## src/rtl/life_grid_ctrl_if.sv

```systemverilog
// life_grid_ctrl_if: bundles the control/data signals between the grid
// controller and its environment (stimulus + evolve datapath).
//   load/start/stop/step : single-cycle command pulses
//   init_state           : pattern captured on load
//   grid_evolve          : next generation from the combinational evolve path
//   grid/generation      : current grid register and committed generation count
//   running/stable       : state flags (RUN / HALT)
interface life_grid_ctrl_if;
  logic         load;
  logic [255:0] init_state;
  logic         start;
  logic         stop;
  logic         step;
  logic [255:0] grid_evolve;
  logic [255:0] grid;
  logic [15:0]  generation;
  logic         running;
  logic         stable;

  modport master (
    output load, init_state, start, stop, step, grid_evolve,
    input  grid, generation, running, stable
  );

  modport slave (
    input  load, init_state, start, stop, step, grid_evolve,
    output grid, generation, running, stable
  );
endinterface

```

## src/rtl/life_grid_ctrl.sv

```systemverilog
// life_grid_ctrl: clocked grid-state stage in front of the Game-of-Life evolve
// datapath. Holds the 16x16 grid, loads a pattern, commits grid_evolve on a
// step (IDLE) or every TICKS cycles (RUN), counts generations (saturating) and
// parks in HALT when the pattern stops changing (STOP_ON_STABLE=1).
// Ports:
//   clk   : system clock, rising edge
//   reset : synchronous, active-high
//   bus   : life_grid_ctrl_if.slave (commands, init_state, grid_evolve in;
//           grid, generation, running, stable out -- all registered)
module life_grid_ctrl #(
  parameter int TICKS          = 4,
  parameter bit STOP_ON_STABLE = 1'b1
) (
  input logic             clk,
  input logic             reset,
  life_grid_ctrl_if.slave bus
);

  localparam int TW = (TICKS > 1) ? $clog2(TICKS) : 1;
  localparam logic [TW-1:0] TMAX = TW'(TICKS - 1);

  typedef enum logic [1:0] {S_IDLE, S_RUN, S_HALT} state_t;

  state_t         state_q, state_d;
  logic [255:0]   grid_q, grid_d;
  logic [15:0]    gen_q, gen_d;
  logic [TW-1:0]  tick_q, tick_d;
  logic           running_q, running_d;
  logic           stable_q, stable_d;
  logic           upd;

  // State register
  always_ff @(posedge clk) begin
    if (reset) begin
      state_q   <= S_IDLE;
      grid_q    <= '0;
      gen_q     <= '0;
      tick_q    <= '0;
      running_q <= 1'b0;
      stable_q  <= 1'b0;
    end else begin
      state_q   <= state_d;
      grid_q    <= grid_d;
      gen_q     <= gen_d;
      tick_q    <= tick_d;
      running_q <= running_d;
      stable_q  <= stable_d;
    end
  end

  // Next-state: one action per edge, load > stop > start > step
  always_comb begin
    state_d = state_q;
    grid_d  = grid_q;
    gen_d   = gen_q;
    tick_d  = tick_q;
    upd     = 1'b0;

    if (bus.load) begin
      grid_d  = bus.init_state;
      gen_d   = '0;
      tick_d  = '0;
      state_d = S_IDLE;
    end else begin
      unique case (state_q)
        S_IDLE: begin
          // stop is a no-op here but still masks start/step on the same edge
          if (!bus.stop) begin
            if (bus.start) begin
              state_d = S_RUN;
              tick_d  = '0;
            end else if (bus.step) begin
              upd = 1'b1;
            end
          end
        end
        S_RUN: begin
          if (bus.stop) begin
            // leaving RUN drops any update that was due this edge
            state_d = S_IDLE;
            tick_d  = '0;
          end else if (tick_q == TMAX) begin
            tick_d = '0;
            upd    = 1'b1;
          end else begin
            tick_d = tick_q + 1'b1;
          end
        end
        S_HALT: ;
        default: state_d = S_IDLE;
      endcase
    end

    if (upd) begin
      if (bus.grid_evolve != grid_q) begin
        grid_d = bus.grid_evolve;
        gen_d  = (gen_q == 16'hFFFF) ? gen_q : gen_q + 16'd1;
      end else if (STOP_ON_STABLE) begin
        state_d = S_HALT;
      end
    end
  end

  // Outputs: flags derived from next state so they are registered alongside it
  always_comb begin
    running_d = (state_d == S_RUN);
    stable_d  = (state_d == S_HALT);
  end

  assign bus.grid       = grid_q;
  assign bus.generation = gen_q;
  assign bus.running    = running_q;
  assign bus.stable     = stable_q;

endmodule

```

## src/flat_wrapper.sv

```systemverilog
// flat-port wrapper written by rule: the top's interface ports become plain ports
module life_grid_ctrl_flat 
#(
  parameter int TICKS          = 4,
  parameter bit STOP_ON_STABLE = 1'b1
)
  (clk, reset, bus_load, bus_init_state, bus_start, bus_stop, bus_step, bus_grid_evolve, bus_grid, bus_generation, bus_running, bus_stable);
  life_grid_ctrl_if bus_i ();
  input logic clk;
  input logic reset;
  input wire logic [$bits(bus_i.load)-1:0] bus_load;
  input wire logic [$bits(bus_i.init_state)-1:0] bus_init_state;
  input wire logic [$bits(bus_i.start)-1:0] bus_start;
  input wire logic [$bits(bus_i.stop)-1:0] bus_stop;
  input wire logic [$bits(bus_i.step)-1:0] bus_step;
  input wire logic [$bits(bus_i.grid_evolve)-1:0] bus_grid_evolve;
  output wire logic [$bits(bus_i.grid)-1:0] bus_grid;
  output wire logic [$bits(bus_i.generation)-1:0] bus_generation;
  output wire logic [$bits(bus_i.running)-1:0] bus_running;
  output wire logic [$bits(bus_i.stable)-1:0] bus_stable;
  assign bus_i.load = bus_load;
  assign bus_i.init_state = bus_init_state;
  assign bus_i.start = bus_start;
  assign bus_i.stop = bus_stop;
  assign bus_i.step = bus_step;
  assign bus_i.grid_evolve = bus_grid_evolve;
  assign bus_grid = bus_i.grid;
  assign bus_generation = bus_i.generation;
  assign bus_running = bus_i.running;
  assign bus_stable = bus_i.stable;
  life_grid_ctrl #(.TICKS(TICKS), .STOP_ON_STABLE(STOP_ON_STABLE)) u_core (.clk(clk), .reset(reset), .bus(bus_i));
endmodule
```

## config.mk

```make
export PLATFORM = sky130hd
export DESIGN_NAME = life_grid_ctrl_flat
export DESIGN_NICKNAME = d
export VERILOG_FILES = /design/src/rtl/life_grid_ctrl_if.sv /design/src/rtl/life_grid_ctrl.sv /design/src/flat_wrapper.sv
export SDC_FILE = /design/constraint.sdc
export NUM_CORES = 1
export LEC_CHECK = 0
export ABC_AREA = 1
export CORE_AREA = 10 10 297 299
export CTS_BUF_LIST = sky130_fd_sc_hd__clkbuf_4 sky130_fd_sc_hd__clkbuf_8
export DETAILED_ROUTE_END_ITERATION = 12
export DIE_AREA = 0 0 307 309
export DONT_BUFFER_PORTS = 1
export HOLD_SLACK_MARGIN = 0.06
export RECOVER_POWER = 50
export SYNTH_ARGS = -nofsm -noshare
export SYNTH_HDL_FRONTEND = slang
export SYNTH_SLANG_ARGS = --single-unit
```

## constraint.sdc

```tcl
create_clock -name clk -period 2.6 [get_ports clk]
set_input_delay 0.52 -clock clk [delete_from_list [all_inputs] [get_ports clk]]
set_output_delay 0.52 -clock clk [all_outputs]
set_load 0.1 [all_outputs]
```

==> run metrics, run 1 <==
register area=0.00561 mm^2; Layout area overhead=52.4%; CP startpoint=u_core.bus.grid[249]$_SDFF_PP0_; Leakage=12.4 nW; crit-path max FO=19; Cells after Synth=2452; outcome=finished, final reports clean; TritonCTS clock tree=yes; Syn Nets=2972; total power draw=14.6 mW; IO Count=792; PD cells=563 mW/mm^2; gr ovfl total=0; Max-cap violations=0; register area share after synthesis=32.7%; Cells after DPL=3734; final number of setup-violating endpoints=0; reg-to-reg startpoint=u_core.bus.grid[249]$_SDFF_PP0_; Avg Cell Area, Syn=6.94 um^2; Buf+Inv Stages, Crit Path=4; crit-path cells=xor2_1, nor2_1, nand2_1, nor2_1, nand2_1, nor2_1, buf_4, nand2_4, nor2_4, nand2_4, nand2_8, buf_16, buf_12, buf_16, o21a_1; CP max stage cell=dfxtp_1; fill cell count=8439; initial antenna violation count=29; final period demand of the worst path=2.47 ns; Vias per Instance=4.69; Startpoint Class=flip-flop; worst slew pin tran=0.773 ns; Total GRT Usage=17.8%; CORE AREA=0.0818 mm^2; ys flop type=dfxtp_1; final-report hold violation count=0; GPL Wtd Cong=0.880; Tcrit/Tclk final=94.9%; DRT Wirelength=94800 um; residual DRC count=0; Post-layout nets=3578; RSZ-0062 raised after global routing=true; Top delay family on crit path=simple AND/OR/NAND/NOR gates; CTS sink cnt=278; area of the multi-input gates=0.0100 mm^2; Pins Over Slew Limit=0; Worst-path clk slew=0.06 ns; first-pass GRT wire length=128000 um; commonest non-fill, non-tap cell in the layout=nand2_1; die footprint=0.0949 mm^2; ratio of cells with drive above 1 in the final layout=18.7%; Clock Tree Buf Depth=3; worst hold-check path type=primary input to flip-flop; max incr delay on CP=0.33 ns; num rows=105; Worst-Skew Late Latency=0.65 ns; worst hold start=bus_init_state[242]; Yosys warnings=0; total number of vias=19.6k; most frequent cells in the layout=515 x nand2_1, 317 x buf_4, 288 x dlygate4sd3_1; routed length per instance=22.7 um; Initial DRC Count=1629; Port Buffer Count=0; htree depth=2; flops & latches, synth=278; number of enable flip-flop cells after synthesis=0; Worst Path Required=3.17 ns; Initial Util=20.8%; first drt pass iteration count=6; CP arrival=3.04 ns; Post-Syn Area=0.0170 mm^2; Setup Crit Path Kind=flip-flop to flip-flop; TritonCTS buffer count=54; largest net degree at the start of global routing=186; Slew headroom=48.4%; most used cell along the critical path=nor2_1; Die X=307 um; clk root buf=clkbuf_8; ys async rst share=0%; clk_skew=0.0345 ns; number of global-route vias before repair=18.5k; fmax=405 MHz; Final Non-Filler Cells=4183; hpwl dp=64800 um; Peak VDD IR=0.472 mV; DRT antenna net count=0; Worst Setup End Kind=flip-flop; Netlist cell types=29; Die Height=309 um
metrics by stage:
step / hold WS (ns) / setup WS [ns] / util [%] / TNS (ns) / area [um^2]
3_5_place_dp: 0.472 / -0.301 / 25.0 / -63.42 / 20500
2_1_floorplan: 0.442 / 0.00395 / - / 0 / 17000
5_1_grt: 0.0965 / -0.0140 / 31.7 / -0.0363 / 25900
6_report: 0.140 / 0.133 / 31.7 / 0 / 25900
4_1_cts: 0.0478 / -0.00292 / 30.4 / -0.00734 / 24900
3_3_place_gp: 0.455 / -0.299 / 25.0 / -64.74 / 20500
flip-flops by register name, summed over array words and instances (netlist names):
| name | count |
|---|---|
| u_core.bus.grid | 256 |
| u_core.bus.generation | 16 |
| u_core.state_q | 2 |
| u_core.tick_q | 2 |
| u_core.bus.running | 1 |
| u_core.bus.stable | 1 |
worst reg2reg max path, delay by kind of cell (launching register included):
kind | cells | cell delay, ns
simple gates | 9 | 1.13
xor+xnor | 1 | 0.17
buf+inv | 4 | 0.62
compound gates | 1 | 0.17
flops | 1 | 0.33
logic make-up after synthesis:
group | Yosys count | share of synthesized area [%]
and+or+nand+nor | 865 | 19.5
buffers and inverters | 387 | 9.69
DFF | 278 | 32.7
AOI/OAI and AO/OA | 638 | 22.3
muxes | 165 | 9.70
adders and majority gates | 2 | 0.147
xor gates and xnor gates | 117 | 6.02
where the power goes:
group	leakage, nW	internal [mW]	switching, mW	total [mW]
Combinational	9.52	1.51	3.43	4.93
Sequential	2.31	4.57	0.243	4.82
Clock	0.621	2.73	2.13	4.86
cell type report:
| class | instances | area share (%) |
|---|---|---|
| well taps | 1070 | 5.16 |
| flip-flops and latches | 278 | 21.6 |
| inverters | 257 | 3.74 |
| repair buffers | 679 | 26.2 |
| clock buffers | 88 | 4.21 |
| multi-input cells | 1788 | 38.7 |
| diodes | 16 | 0.154 |
| clock inverters | 7 | 0.231 |
synth_stat cells (2+ instances only):
master	n	share of area (%)
a21oi_1	274	8.1
a31oi_1	2	0.073
buf_1	6	0.13
buf_2	32	0.94
buf_4	12	0.53
buf_6	15	0.99
clkbuf_1	65	1.4
dfxtp_1	278	33
ha_1	2	0.15
inv_1	256	5.6
mux2i_1	165	9.7
nand2_1	529	12
nand2_2	2	0.073
nand3_1	22	0.65
nand4_1	5	0.18
nor2_1	300	6.6
nor3_1	2	0.059
nor4_1	2	0.073
o211ai_1	10	0.44
o21a_1	226	10
o21ai_0	124	3.6
xnor2_1	3	0.15
xor2_1	114	5.9
path summary, 6_finish.rpt:
check                           cells past startpoint                              end  slack [ns]
worst max-delay path                               15   u_core.bus.grid[62]$_SDFF_PP0_        0.13
worst min-delay path                                2  u_core.bus.grid[242]$_SDFF_PP0_        0.14
worst max register to register                     15   u_core.bus.grid[62]$_SDFF_PP0_        0.13
worst min register to register                      2    u_core.tick_q[1]$_SDFFE_PP0P_        0.47
per-layer routing:
metal	vias up	wire length [um]	part of all wire, %	global-route usage (%)
li1	9208	-	-	-
met4	8	3260	3.4	6.10
met3	225	9800	10	6.69
met5	-	61	0.064	0
met1	9106	35000	37	18.8
met2	1059	46700	49	32.1
timing repair:
item                                   CTS  global route
pin swaps                                1            24
endpoints found under the hold margin  270             0
setup endpoints to repair              271           276
hold buffers                           289             0
gates cloned                             6            26
gates resized for setup                 30           124
setup buffers                            3            16
Power figures use the tool's default switching activity.
==> inputs of run 2 (changes only) <==
Settings changed: PLACE_DENSITY_LB_ADDON from default to 0.25.
==> run metrics, run 2 (same netlist as run 1, synthesis figures left out) <==
outcome=finished, final reports clean; DRT antenna net count=0; final hold slack=0.0911 ns; Worst Path Required=3.14 ns; Startpoint Class=flip-flop; final-report hold violation count=0; TritonCTS clock tree=yes; Peak VDD IR=0.444 mV; Port Buffer Count=0; residual DRC count=0; worst hold-check path type=primary input to flip-flop; Leakage=12.1 nW; die footprint=0.0949 mm^2; Worst Setup End Kind=flip-flop; area of the multi-input gates=0.00993 mm^2; Initial DRC Count=1054; num rows=105; ratio of cells with drive above 1 in the final layout=16.7%; TritonCTS buffer count=58; total number of vias=18.4k; fmax=400 MHz; max reg flops=256; Pins Over Slew Limit=0; CP arrival=3.04 ns; final number of setup-violating endpoints=0; fill cell count=8838; Tcrit/Tclk final=96.1%; hpwl dp=60000 um; Total GRT Usage=16.3%; Reg2Reg Setup Slack=0.10 ns; Initial Util=20.8%; CTS sink cnt=278; Worst-path clk slew=0.06 ns; Layout area overhead=48.8%; final setup margin=0.102 ns; clk root buf=clkbuf_8; first-pass GRT wire length=119000 um; Die X=307 um; CORE AREA=0.0818 mm^2; RSZ-0062 raised after global routing=true; GPL Wtd Cong=0.807; Clock Tree Buf Depth=3; first drt pass iteration count=5; initial antenna violation count=28; Slew headroom=16.1%; register area=0.00560 mm^2; routed length per instance=20.2 um; post-route cell area=0.0253 mm^2; clk_skew=0.0400 ns; Max-cap violations=0; PD cells=576 mW/mm^2; post-place setup slack=-0.397 ns; Fin Setup TNS=0 ns; number of global-route vias before repair=18.2k; gr ovfl total=0; htree depth=2; placed inst area=0.0206 mm^2; Post-layout nets=3571; IO Count=792; DRT Wirelength=84300 um; largest net degree at the start of global routing=239; commonest non-fill, non-tap cell in the layout=nand2_1; Vias per Instance=4.40; worst slew pin tran=1.26 ns; Worst-Skew Late Latency=0.67 ns; most frequent cells in the layout=522 x nand2_1, 310 x dlygate4sd3_1, 301 x buf_4; crit-path max FO=12; Setup Crit Path Kind=flip-flop to flip-flop; Die Height=309 um; final period demand of the worst path=2.50 ns
-- run 2: final cells by class --
class / count / area share (%)
Antenna cell: 19 / 0.188
Clock buffer: 92 / 4.60
Clock inverter: 8 / 0.193
Inverter: 257 / 3.83
Multi-Input combinational cell: 1787 / 39.2
Sequential cell: 278 / 22.1
Tap cell: 1070 / 5.29
Timing Repair Buffer: 669 / 24.6
-- run 2: metal layers --
metal / vias to the layer above / GRT usage [%] / wire (um)
li1: 9183 / - / -
met1: 8331 / 17.6 / 32200
met3: 140 / 6.12 / 8180
met2: 727 / 28.5 / 41500
met5: - / 0 / 47
met4: 10 / 6.67 / 2390
-- run 2: path summary, 6_finish.rpt --
| kind | from | end | cells past startpoint |
|---|---|---|---|
| max reg2reg | u_core.bus.grid[207]$_SDFF_PP0_ | u_core.bus.grid[61]$_SDFF_PP0_ | 17 |
| min | reset | u_core.bus.generation[12]$_SDFFE_PP0P_ | 2 |
| max | u_core.bus.grid[207]$_SDFF_PP0_ | u_core.bus.grid[61]$_SDFF_PP0_ | 17 |
| min reg2reg | u_core.tick_q[1]$_SDFFE_PP0P_ | u_core.tick_q[1]$_SDFFE_PP0P_ | 2 |
-- run 2: worst max-delay path: stages, from the launching register on --
cell and delay, ns:
dfxtp_1 0.36, inv_1 0.07, nand2_1 0.06, nand2_1 0.05, nor2_1 0.12, nand2_1 0.08, nor2_1 0.18, nand2_1 0.08
nor2_1 0.12, buf_4 0.13, nand2_1 0.07, nor2_4 0.13, nand2_4 0.08, nand2_8 0.18, buf_6 0.21, buf_4 0.19
a21oi_1 0.08, o21a_1 0.16
-- run 2: repair_timing --
action	in CTS	in global routing
setup buffers	3	3
pin swaps	0	16
endpoints found under the hold margin	272	24
cloned	1	9
hold buffers	309	2
setup endpoints to repair	273	271
gates resized for setup	8	45
-- run 2: power by group --
part	leakage, nW	switching (mW)	internal (mW)
Sequential	2.31	0.221	4.57
Clock	0.650	2.20	2.81
Combinational	9.18	3.33	1.44
Total	12.1	5.75	8.83
-- run 2: stage by stage --
stage          util (%)  total power [mW]  instances
4_1_cts            30.5              14.7       4149
6_report           30.9              14.6       4180
5_1_grt            30.9              15.2       4179
3_3_place_gp       25.1              9.16       3736
3_5_place_dp       25.1              9.17       3736
2_1_floorplan         -              8.37       2452
